File: src/rtl/instr_encoder_if.sv
// Handshake bus of the instruction encoder: field-set input side and encoded-word output side.
// The master drives fields and consumes words; the slave is the encoder.
interface instr_encoder_if #(
  parameter int ADDR_W = 8
);
  logic              in_valid;
  logic              in_ready;
  logic [2:0]        in_type;
  logic [6:0]        in_opcode;
  logic [4:0]        in_rd;
  logic [4:0]        in_rs1;
  logic [4:0]        in_rs2;
  logic [2:0]        in_funct3;
  logic [6:0]        in_funct7;
  logic [31:0]       in_imm;
  logic              out_valid;
  logic              out_ready;
  logic [31:0]       out_instr;
  logic [ADDR_W-1:0] out_addr;
  logic              out_err;

  modport master (
    output in_valid, in_type, in_opcode, in_rd, in_rs1, in_rs2, in_funct3, in_funct7, in_imm,
    output out_ready,
    input  in_ready, out_valid, out_instr, out_addr, out_err
  );

  modport slave (
    input  in_valid, in_type, in_opcode, in_rd, in_rs1, in_rs2, in_funct3, in_funct7, in_imm,
    input  out_ready,
    output in_ready, out_valid, out_instr, out_addr, out_err
  );
endinterface

File: src/rtl/instr_encoder.sv
// RV32I instruction encoder: packs field sets into 32-bit words, tags each with a word
// address and an illegal-field flag, and buffers them in a 2-entry output FIFO.
module instr_encoder #(
  parameter int               ADDR_W    = 8,
  parameter logic [ADDR_W-1:0] BASE_ADDR = '0
) (
  input  logic                clk,
  input  logic                rst,
  instr_encoder_if.slave      bus,
  output logic [15:0]         instr_count,
  output logic [7:0]          err_count,
  output logic                addr_wrap
);

  typedef struct packed {
    logic [31:0]       instr;
    logic [ADDR_W-1:0] addr;
    logic              err;
  } entry_t;

  entry_t            mem [2];
  logic              wr_ptr;
  logic              rd_ptr;
  logic [1:0]        count;
  logic [ADDR_W-1:0] addr_cnt;
  logic [31:0]       enc_word;
  logic              enc_err;
  logic              push;
  logic              pop;
  logic              is_shift;
  logic [31:0]       imm;

  assign imm      = bus.in_imm;
  assign is_shift = (bus.in_opcode == 7'b0010011) &&
                    ((bus.in_funct3 == 3'b001) || (bus.in_funct3 == 3'b101));

  // Range checks require the bits above the encoded field to be a pure sign extension.
  always_comb begin
    enc_word = 32'h0000_0013;
    enc_err  = 1'b0;
    case (bus.in_type)
      3'd0: enc_word = {bus.in_funct7, bus.in_rs2, bus.in_rs1, bus.in_funct3, bus.in_rd, bus.in_opcode};
      3'd1: begin
        if (is_shift) begin
          enc_word = {bus.in_funct7, imm[4:0], bus.in_rs1, bus.in_funct3, bus.in_rd, bus.in_opcode};
          enc_err  = |imm[31:5];
        end else begin
          enc_word = {imm[11:0], bus.in_rs1, bus.in_funct3, bus.in_rd, bus.in_opcode};
          enc_err  = !((&imm[31:11]) || !(|imm[31:11]));
        end
      end
      3'd2: begin
        enc_word = {imm[11:5], bus.in_rs2, bus.in_rs1, bus.in_funct3, imm[4:0], bus.in_opcode};
        enc_err  = !((&imm[31:11]) || !(|imm[31:11]));
      end
      3'd3: begin
        enc_word = {imm[12], imm[10:5], bus.in_rs2, bus.in_rs1, bus.in_funct3, imm[4:1], imm[11], bus.in_opcode};
        enc_err  = imm[0] || !((&imm[31:12]) || !(|imm[31:12]));
      end
      3'd4: begin
        enc_word = {imm[31:12], bus.in_rd, bus.in_opcode};
        enc_err  = |imm[11:0];
      end
      3'd5: begin
        enc_word = {imm[20], imm[10:1], imm[11], imm[19:12], bus.in_rd, bus.in_opcode};
        enc_err  = imm[0] || !((&imm[31:20]) || !(|imm[31:20]));
      end
      default: enc_err = 1'b1;
    endcase
  end

  // Acceptance ignores out_ready, so a full FIFO blocks input even while it is draining.
  assign bus.in_ready  = !rst && (count < 2'd2);
  assign bus.out_valid = (count != 2'd0);
  assign push          = bus.in_valid && bus.in_ready;
  assign pop           = bus.out_valid && bus.out_ready;
  assign bus.out_instr = mem[rd_ptr].instr;
  assign bus.out_addr  = mem[rd_ptr].addr;
  assign bus.out_err   = mem[rd_ptr].err;

  always_ff @(posedge clk) begin
    if (rst) begin
      mem[0]      <= '0;
      mem[1]      <= '0;
      wr_ptr      <= 1'b0;
      rd_ptr      <= 1'b0;
      count       <= 2'd0;
      addr_cnt    <= BASE_ADDR;
      instr_count <= 16'd0;
      err_count   <= 8'd0;
      addr_wrap   <= 1'b0;
    end else begin
      if (push) begin
        mem[wr_ptr] <= '{instr: enc_word, addr: addr_cnt, err: enc_err};
        wr_ptr      <= !wr_ptr;
        addr_cnt    <= addr_cnt + 1'b1;
        instr_count <= instr_count + 16'd1;
        if (&addr_cnt) addr_wrap <= 1'b1;
        if (enc_err && (err_count != 8'hFF)) err_count <= err_count + 8'd1;
      end
      if (pop) rd_ptr <= !rd_ptr;
      count <= count + {1'b0, push} - {1'b0, pop};
    end
  end

endmodule

File: src/flat_wrapper.sv
// flat-port wrapper written by rule: the top's interface ports become plain ports
module instr_encoder_flat 
#(
  parameter int               ADDR_W    = 8,
  parameter logic [ADDR_W-1:0] BASE_ADDR = '0
)
  (clk, rst, instr_count, err_count, addr_wrap, bus_in_valid, bus_in_type, bus_in_opcode, bus_in_rd, bus_in_rs1, bus_in_rs2, bus_in_funct3, bus_in_funct7, bus_in_imm, bus_out_ready, bus_in_ready, bus_out_valid, bus_out_instr, bus_out_addr, bus_out_err);
  instr_encoder_if #(.ADDR_W(ADDR_W)) bus_i ();
  input  logic clk;
  input  logic rst;
  output logic [15:0] instr_count;
  output logic [7:0] err_count;
  output logic addr_wrap;
  input wire logic [$bits(bus_i.in_valid)-1:0] bus_in_valid;
  input wire logic [$bits(bus_i.in_type)-1:0] bus_in_type;
  input wire logic [$bits(bus_i.in_opcode)-1:0] bus_in_opcode;
  input wire logic [$bits(bus_i.in_rd)-1:0] bus_in_rd;
  input wire logic [$bits(bus_i.in_rs1)-1:0] bus_in_rs1;
  input wire logic [$bits(bus_i.in_rs2)-1:0] bus_in_rs2;
  input wire logic [$bits(bus_i.in_funct3)-1:0] bus_in_funct3;
  input wire logic [$bits(bus_i.in_funct7)-1:0] bus_in_funct7;
  input wire logic [$bits(bus_i.in_imm)-1:0] bus_in_imm;
  input wire logic [$bits(bus_i.out_ready)-1:0] bus_out_ready;
  output wire logic [$bits(bus_i.in_ready)-1:0] bus_in_ready;
  output wire logic [$bits(bus_i.out_valid)-1:0] bus_out_valid;
  output wire logic [$bits(bus_i.out_instr)-1:0] bus_out_instr;
  output wire logic [$bits(bus_i.out_addr)-1:0] bus_out_addr;
  output wire logic [$bits(bus_i.out_err)-1:0] bus_out_err;
  assign bus_i.in_valid = bus_in_valid;
  assign bus_i.in_type = bus_in_type;
  assign bus_i.in_opcode = bus_in_opcode;
  assign bus_i.in_rd = bus_in_rd;
  assign bus_i.in_rs1 = bus_in_rs1;
  assign bus_i.in_rs2 = bus_in_rs2;
  assign bus_i.in_funct3 = bus_in_funct3;
  assign bus_i.in_funct7 = bus_in_funct7;
  assign bus_i.in_imm = bus_in_imm;
  assign bus_i.out_ready = bus_out_ready;
  assign bus_in_ready = bus_i.in_ready;
  assign bus_out_valid = bus_i.out_valid;
  assign bus_out_instr = bus_i.out_instr;
  assign bus_out_addr = bus_i.out_addr;
  assign bus_out_err = bus_i.out_err;
  instr_encoder #(.ADDR_W(ADDR_W), .BASE_ADDR(BASE_ADDR)) u_core (.clk(clk), .rst(rst), .bus(bus_i), .instr_count(instr_count), .err_count(err_count), .addr_wrap(addr_wrap));
endmodule
File: config.mk
export PLATFORM = sky130hd
export DESIGN_NAME = instr_encoder_flat
export DESIGN_NICKNAME = d
export VERILOG_FILES = /design/src/rtl/instr_encoder_if.sv /design/src/rtl/instr_encoder.sv /design/src/flat_wrapper.sv
export SDC_FILE = /design/constraint.sdc
export NUM_CORES = 1
export LEC_CHECK = 0
export BUFFER_PORTS_ARGS = -buffer_cell sky130_fd_sc_hd__buf_2
export CORE_AREA = 2 2 106 108
export DETAILED_ROUTE_END_ITERATION = 10
export DIE_AREA = 0 0 108 110
export GPL_ROUTABILITY_DRIVEN = 0
export GPL_TIMING_DRIVEN = 1
export PLACE_DENSITY = 0.88
export RECOVER_POWER = 25
export SLEW_MARGIN = 25
export SYNTH_ARGS = -nofsm -noshare
export SYNTH_HDL_FRONTEND = slang
export SYNTH_SLANG_ARGS = --single-unit
File: constraint.sdc
create_clock -name clk -period 3.3 [get_ports clk]
set_clock_uncertainty 0.2 [all_clocks]
set_input_delay 0.165 -clock clk [delete_from_list [all_inputs] [get_ports clk]]
set_output_delay 0.165 -clock clk [all_outputs]
set_load 0.02 [all_outputs]
# After elaboration in Yosys (flattened, before gate mapping)
# Memories as Yosys holds them, arrays and structs flattened. A register that Yosys moved wholly into a read port is not among the register bits.
# Cells that the tools add are included.
dict set report totals {
  word_cells 70
  mem_bits_rw 82
  reg_bits 37
  input_bits 71
  out_inout_bits 68
  memories 1
}
# name words width rd rd_clocked_by_memory_dff write_ports line_no
set mem_list {}
lappend mem_list {u_core.mem 2 41 1 1 2 instr_encoder.sv:21} ;# entry_t mem [2];
dict set report classes {
  n_eq_ne 9
  order_cmp 1
  n_mux 14
  n_reduce_logical 33
  addsub 5
}
# op n
set ops {}
lappend ops {{one-hot mux 32 bit (6 select lines)} 1}
lappend ops {{2-to-1 mux 41 bit} 1}
lappend ops {{OR reduction 41 bit} 1}
lappend ops {{2-to-1 mux 32 bit} 1}
lappend ops {{OR reduction 27 bit} 1}
lappend ops {{OR reduction 12 bit} 2}
lappend ops {{AND reduction 21 bit} 1}
lappend ops {{OR reduction 21 bit} 1}
lappend ops {{AND reduction 20 bit} 1}
lappend ops {{OR reduction 20 bit} 1}
lappend ops {{adder 16 x 1 -> 16 bit, second input constant} 1}
lappend ops {{adder 8 x 1 -> 8 bit, second input constant} 2}
lappend ops {{AND reduction 12 bit} 1}
lappend ops {{2-to-1 mux 1 bit} 10}
lappend ops {{equality test 3 bit, second input constant} 3}
lappend ops {{logical NOT 1 bit} 9}
lappend ops {{AND reduction 9 bit} 1}
lappend ops {{inequality test 8 bit, second input constant} 1}
lappend ops {{equality test 7 x 5 -> 1 bit, second input constant} 1}
lappend ops {{equality test 3 x 1 -> 1 bit, second input constant} 2}
lappend ops {{equality test 3 x 2 -> 1 bit, second input constant} 2}
lappend ops {{logical OR 1 bit} 6}
lappend ops {{one-hot mux 1 bit (6 select lines)} 1}
lappend ops {{logical AND 1 bit} 5}
lappend ops {{6 further kinds} 6}

# Logic depth before layout (Yosys ltp)
# Gate-level depths: netlist of the first run.
dict set report logic_depth {
  depth_word 8
  ltp_mapped 10
  depth_no_buf 8
}

# Least setup slack after synthesis of the first run
# No wires, ideal clock.
dict set report synth_path {
  kind {input to register}
  start {input rst}
  end {memory u_core.mem[0][0] in the netlist's numbering (enable)}
  path_buffers 2
  setup_time_ps 399
  stages 7
  path_slack_ps 490
  required_time_ps 2701
  arrival_time_ps 2211
  cell_sequence {clkbuf_1 nor2_1 nand2_1 inv_1 nand2b_1 clkbuf_1 nand2_1}
}
# element line_no
set synth_rtl {}
lappend synth_rtl {{start, declared} flat_wrapper.sv:10} ;# input logic rst;
lappend synth_rtl {{end, declared} instr_encoder.sv:21}

# Worst setup path after layout of the first run
dict set report layout_path {
  start {input bus_in_opcode[2]}
  end {register u_core.err_count[7]}
}
dict set report layout_between {
  elab_chain_cells 6
}
# element line_no
set layout_rtl {}
lappend layout_rtl {{start, declared} flat_wrapper.sv:16} ;# input wire logic [$bits(bus_i.in_opcode)-1:0] bus_in_opcode;
lappend layout_rtl {{equality test 7 x 5 -> 1 bit} instr_encoder.sv:34} ;# assign is_shift = (bus.in_opcode == 7'b0010011) &&
lappend layout_rtl {{logical AND 1 bit} instr_encoder.sv:34}
lappend layout_rtl {{2-to-1 mux 1 bit} instr_encoder.sv:44} ;# if (is_shift) begin
lappend layout_rtl {{one-hot mux 1 bit (6 select lines)} instr_encoder.sv:41} ;# case (bus.in_type)
lappend layout_rtl {{logical AND 1 bit} instr_encoder.sv:99} ;# if (enc_err && (err_count != 8'hFF)) err_count <= err_count + 8'd1;
lappend layout_rtl {{AND reduction 2 bit (no line)} --}
lappend layout_rtl {{end signal, assigned} instr_encoder.sv:99}
lappend layout_rtl {{end, declared} instr_encoder.sv:11} ;# output logic [7:0] err_count,
# Every way passes these cells.
# A chain may end at the register's enable or synchronous reset.

==> impl_metrics.py, run 1 <==
metrics = {
    "logic_synthesis": {
        "yosysMostFrequentCell": "nor2_1",
        "synth_fp_nets": 591,
        "ys_top_cells_by_area": "edfxtp_1, dfxtp_1, mux2_2",
        "synthCells": 515,
        "synth_edf_count": 82,
        "ys_types": 50,
        "ys_ff_latch": 120,
        "synthArstFlopShare_pct": 0,
        "synth-seq-area-share_pct": 56.8,
        "syn_area_per_cell_um2": 11.0,
        "synth_flop_cell": "edfxtp_1",
        "synth-warning-count": 0,
        "synth_top_area_cell": "edfxtp_1",
        "synth_common_cells": "nor2_1, edfxtp_1, mux2_2",
        "netlist_area_um2": 5670,
        "synth_top_area_share_pct": 43.4,
    },
    "pwr": {
        "ir_worst_vdd_mv": 0.433,
        "switchingPower_mw": 1.28,
        "pwr-share-clk_pct": 38.2,
        "power.share.switching_pct": 28.4,
        "internal-power_mw": 3.21,
        "seq_power_share_pct": 41.2,
        "pwr-share-comb_pct": 20.6,
        "p_leak_nw": 3.06,
        "power.density_nw_per_um2": 591,
    },
    "critical_path": {
        "path_delay_family": "simple AND/OR/NAND/NOR gates",
        "worst-path-max-fanout": 13,
        "cp_slowest_cell": "or4_1",
        "r2r_start": "u_core.count[1]$_SDFF_PP0_",
        "reg2reg_slack_ns": 0.49,
        "cp.arrival_ns": 3.22,
        "critical_path.max_stage_delay_ns": 0.59,
        "rr_endpoint": "u_core.mem[0][22]$_SDFFCE_PN0P_",
        "path_cells": "dlygate4sd3_1 -> buf_2 -> nor4b_2 -> nand4b_1 -> a211o_1 -> a221oi_2 -> o221ai_2 -> or4_1 -> a21oi_1",
        "required_ns": 3.54,
        "end_kind": "register",
        "crit_buf_inv": 2,
        "cp-start-kind": "primary input",
        "crit_type": "primary input to register",
        "reg2regPathDepth": 6,
    },
    "sta": {
        "fin_setup_tns_ns": 0,
        "fmax_mhz": 335,
        "worst_slew_pin_slew_ns": 1.50,
        "slew_headroom_pct": -0.179,
        "finalHoldViolCount": 0,
        "slew_viol_final": 30,
        "hold_ws_ns": 0.0410,
        "setup_viol": 0,
        "min_period_ns": 2.98,
        "min_period_over_period_pct": 90.3,
        "rsz0062_at_grt": "false",
    },
    "floorplan": {
        "core-area_um2": 10700,
        "ios": 139,
        "die_w_um": 108,
        "row_count": 38,
        "die_y_um": 110,
        "die_area_um2": 11900,
        "initial_utilization_pct": 53.0,
    },
    "cts": {
        "cts.clk_slew.worst_paths_ns": 0.06,
        "cts_setup_buffers": 0,
        "cts_root_buffer": "clkbuf_8",
        "ctsHoldBuffers": 59,
        "clockBufferDepth": 2,
        "clk_latency_ns": 0.52,
        "htreeDepth": 4,
        "cts_buffers": 17,
        "cts.repair.resized": 0,
        "cts_tree": "yes",
        "cts.sinks": 120,
    },
    "final_layout": {
        "area_delta_synth_final_pct": 33.9,
        "layout-drive-gt1-share_pct": 27.2,
        "fin_util_pct": 71.0,
        "antenna_cells": 0,
        "stdcell_count": 864,
        "fin_nets": 787,
    },
    "drt": {
        "drt_wl_total_mm": 16.1,
        "wire_per_inst_um": 18.6,
        "vias": 5058,
        "drt_iter0_drc": 368,
        "ant_nets": 0,
        "drtPass1Iterations": 9,
        "drc_errors": 0,
        "avgViaCountPerCell": 5.85,
    },
    "global_route": {
        "grt_overflow": 0,
        "grt_pass1_wl_mm": 25.2,
        "grt_usage_pct": 28.2,
        "grt_max_degree": 42,
        "grt_pass1_vias": 5067,
        "antenna_found_initial": 0,
    },
    "min_path": {
        "hold_path_class": "primary input to register",
        "holdPathEnd": "u_core.mem[0][40]$_SDFFCE_PN0P_",
        "min_from": "bus_in_imm[31]",
        "min_delay_path_depth": 4,
    },
    "flow_run": {
        "maxCapViolCount": 1,
    },
    "place": {
        "port_buffers": 138,
        "dp_cells": 773,
        "hpwl_mm": 9.58,
    },
    "run_status": {
        "outcome": "finished, violations left",
        "violations": "max-capacitance violations, max-slew violations",
    },
}
==> flip-flops by register name (all words and copies together), names as in the netlist, named ones only <==
name	flops
u_core.addr_cnt	8
u_core.mem	82
u_core.wr_ptr	1
u_core.rd_ptr	1
u_core.count	2
u_core.addr_wrap	1
u_core.instr_count	16
u_core.err_count	8
==> layout by cell type, fill, tap and decap left out, types with 3 or more instances in the layout <==
cell           count
clkbuf_1          32
mux2_2            44
nand2_1           24
o21ai_0            9
or3_1              5
dlygate4sd3_1     59
nor2b_1           14
xor2_1            15
a21oi_1           26
clkinv_1           3
nor4_1             8
inv_1              7
buf_2            111
nor2_1            98
edfxtp_1          82
dfxtp_1           37
a22oi_1           11
nand4_1            9
xnor2_1            8
clkbuf_16         17
buf_4              6
clkbuf_8           3
ha_1               5
and3_1            24
a222oi_1           6
and2_0             9
nand3_1            9
==> how the worst max path moves through the flow <==
stage / endpoint / start / slack (ns) / cells after the start
3_3_place_gp: u_core.err_count[7]$_SDFFE_PP0P_ / bus_in_opcode[2] / 0.52 / 8
6_report: u_core.err_count[7]$_SDFFE_PP0P_ / bus_in_opcode[2] / 0.32 / 9
4_1_cts: u_core.err_count[7]$_SDFFE_PP0P_ / bus_in_opcode[2] / 0.31 / 9
5_1_grt: u_core.err_count[7]$_SDFFE_PP0P_ / bus_in_type[1] / 0.15 / 9
2_1_floorplan: u_core.mem[0][0]$_SDFFCE_PN0P_ / rst / 0.49 / 7
3_5_place_dp: u_core.err_count[7]$_SDFFE_PP0P_ / bus_in_type[2] / 0.35 / 8
==> cells by family after synthesis <==
family                   count (synthesis)  share of synthesized area, %
multiplexers                            46                          9.09
XOR/XNOR                                23                          3.55
buffers and inverters                   35                          2.43
AO/OA/AOI/OAI                           67                          8.01
adder cells (fa/ha/maj)                  5                          1.10
AND/OR/NAND/NOR                        219                          19.0
flip-flops                             120                          56.8
==> final cells by class <==
type | count | area, µm²
fill | 724 | 3100
multi-input combinational | 360 | 2320
tap | 140 | 175
clock inverter | 9 | 72.6
sequential | 120 | 3230
timing repair buffer | 205 | 1300
clock buffer | 23 | 478
inverter | 7 | 26.3
==> power by group through the flow <==
stage	logic (mW)	clock network, mW	registers, mW
after floorplan	0.623	0	1.80
after global placement	0.830	0	1.87
after detailed placement	0.847	0	1.88
after CTS	0.920	1.72	1.85
after global routing	0.986	1.78	1.87
final	0.926	1.72	1.85
==> routing by layer <==
| metal | GRT usage [%] | up-vias | wire length [µm] |
|---|---|---|---|
| met5 | 0 | - | 0 |
| met4 | 15.9 | 0 | 765 |
| met1 | 31.1 | 2391 | 5830 |
| met3 | 7.82 | 95 | 1330 |
| met2 | 49.2 | 303 | 8140 |
| li1 | - | 2269 | - |
==> worst reg2reg max path, cell delays in order, from the launching register on <==
cell,delay [ns]
dfxtp_1,0.35
nor2_1,0.08
nand2_1,0.14
inv_1,0.24
nand2b_1,0.20
clkbuf_1,1.11
nor2_1,0.19
==> per-stage QoR <==
stage	total power [mW]	worst slack [ns]	instance area, µm²
2_1_floorplan	2.43	0.490	5670
3_3_place_gp	2.70	0.521	6490
3_5_place_dp	2.72	0.347	6490
4_1_cts	4.48	0.307	7630
5_1_grt	4.63	0.148	7590
6_report	4.49	0.319	7590
No activity file was read; power rests on OpenSTA's default activity.
==> run 2: changes to the inputs <==
- RECOVER_POWER: 25 -> 50
- SLEW_MARGIN: 25 -> 0
==> impl_metrics.py, run 2 (synthesis gave the netlist of run 1 again) <==
metrics = {
    "run_status": {
        "outcome": "finished, violations left",
        "violations": "max-capacitance violations, max-slew violations",
    },
    "floorplan": {
        "ios": 139,
        "die_w_um": 108,
        "die_area_um2": 11900,
        "die_y_um": 110,
        "initial_utilization_pct": 53.0,
        "row_count": 38,
        "core-area_um2": 10700,
    },
    "critical_path": {
        "required_ns": 3.54,
        "r2r_start": "u_core.count[1]$_SDFF_PP0_",
        "crit_start": "bus_in_opcode[2]",
        "worst-path-max-fanout": 13,
        "crit_type": "primary input to register",
        "path_cells": "dlygate4sd3_1 -> buf_2 -> nor4b_2 -> nand4b_1 -> a211o_1 -> a221oi_2 -> o221ai_2 -> or4_1 -> a21oi_1",
        "cp_slowest_cell": "or4_1",
        "critical_path.max_stage_delay_ns": 0.59,
        "cp.arrival_ns": 3.23,
        "end_kind": "register",
        "cp-start-kind": "primary input",
    },
    "final_layout": {
        "regMostFlops": "u_core.mem",
        "fin_nets": 787,
        "layout-drive-gt1-share_pct": 27.2,
        "final_cell_mix": "buf_2, nor2_1, edfxtp_1",
        "fin_area_um2": 7590,
        "num-fill-cells": 726,
        "largest_reg_flops": 82,
        "reg.largest.list": "u_core.mem x82, u_core.instr_count x16",
        "final_common_cell": "buf_2",
        "area_delta_synth_final_pct": 33.8,
        "antenna_cells": 0,
        "stdcell_count": 864,
    },
    "place": {
        "postPlaceCellArea_um2": 6490,
        "port_buffers": 138,
        "hpwl_mm": 9.58,
        "dp_cells": 773,
    },
    "sta": {
        "min_period_over_period_pct": 90.6,
        "finalHoldViolCount": 0,
        "hold_ws_ns": 0.0428,
        "worst_slew_pin_slew_ns": 1.52,
        "min_period_ns": 2.99,
        "slew_viol_final": 31,
        "fmax_mhz": 335,
        "setup_viol": 0,
        "rsz0062_at_grt": "false",
        "slew_headroom_pct": -1.07,
        "fin_setup_tns_ns": 0,
    },
    "cts": {
        "cts.sinks": 120,
        "cts.clk_slew.worst_paths_ns": 0.06,
        "cts_root_buffer": "clkbuf_8",
        "clk_latency_ns": 0.52,
        "cts_buffers": 17,
        "htreeDepth": 4,
        "clockBufferDepth": 2,
        "cts_tree": "yes",
    },
    "drt": {
        "drc_errors": 0,
        "drt_wl_total_mm": 16.0,
        "vias": 5028,
        "ant_nets": 0,
        "avgViaCountPerCell": 5.82,
        "drt_iter0_drc": 351,
        "wire_per_inst_um": 18.5,
        "drtPass1Iterations": 6,
    },
    "flow_run": {
        "maxCapViolCount": 1,
    },
    "global_route": {
        "antenna_found_initial": 0,
        "grt_pass1_wl_mm": 25.2,
        "grt_usage_pct": 28.2,
        "grt_overflow": 0,
        "grt_pass1_vias": 5067,
        "grt_max_degree": 42,
    },
    "pwr": {
        "p_leak_nw": 3.06,
        "ir_worst_vdd_mv": 0.433,
        "power.density_nw_per_um2": 592,
    },
    "min_path": {
        "hold_path_class": "primary input to register",
        "min_from": "bus_in_imm[31]",
    },
}
run 2: cell count changes in the layout (fill, tap and decap cells not counted), sizes merged:
cell	before	now
clkbuf	52	54
buf	117	115
run 2: what timing repair did:
action / 4_1_cts / 5_1_grt
gates resized for setup: 0 / 0
buffers inserted: 0 / 0
hold buffers: 59 / 0
endpoints found under the hold margin: 97 / 0
setup endpoints to repair: 0 / 0
run 2: metrics by stage:
stage / power (mW) / worst slack (ns) / util, %
floorplan: 2.43 / 0.490 / -
global placement: 2.70 / 0.521 / 60.7
detailed placement: 2.72 / 0.347 / 60.7
CTS: 4.48 / 0.307 / 71.4
global route: 4.63 / 0.149 / 70.9
finish: 4.49 / 0.312 / 70.9
run 2: final cells by class:
type	instances	area [µm²]	area share [%]
clock buffer	23	478	6.30
clock inverter	9	72.6	0.956
inverter	7	26.3	0.346
timing repair buffer	205	1290	17.1
tap	140	175	2.31
sequential	120	3220	42.5
multi-input combinational	360	2320	30.5
run 2: power by group:
group,internal (mW),total [mW],switching (mW)
combinational,0.406,0.928,0.522
sequential,1.74,1.85,0.112
clock,1.07,1.71,0.640
run 2: worst paths after layout:
path                                                    endpoint  slack [ns]  cells past startpoint
worst min-delay path             u_core.mem[0][40]$_SDFFCE_PN0P_        0.04                      4
worst min register to register     u_core.addr_wrap$_SDFFE_PP0P_        0.28                      2
worst max-delay path            u_core.err_count[7]$_SDFFE_PP0P_        0.31                      9
worst max register to register   u_core.mem[0][26]$_SDFFCE_PN0P_        0.46                      6
run 2: worst max-delay path, delay by kind of cell:
kind / cells / cell delay, ns
AOI/OAI and AO/OA: 4 / 1.16
and+or+nand+nor: 3 / 1.23
buffers and inverters: 2 / 0.66
run 2: per-layer routing:
layer | share of wire, % | up-vias | track usage [%]
met5 | 0 | - | 0
met1 | 37 | 2375 | 31.1
met2 | 51 | 296 | 49.2
met4 | 4.7 | 0 | 15.9
li1 | - | 2266 | -
met3 | 7.7 | 91 | 7.82
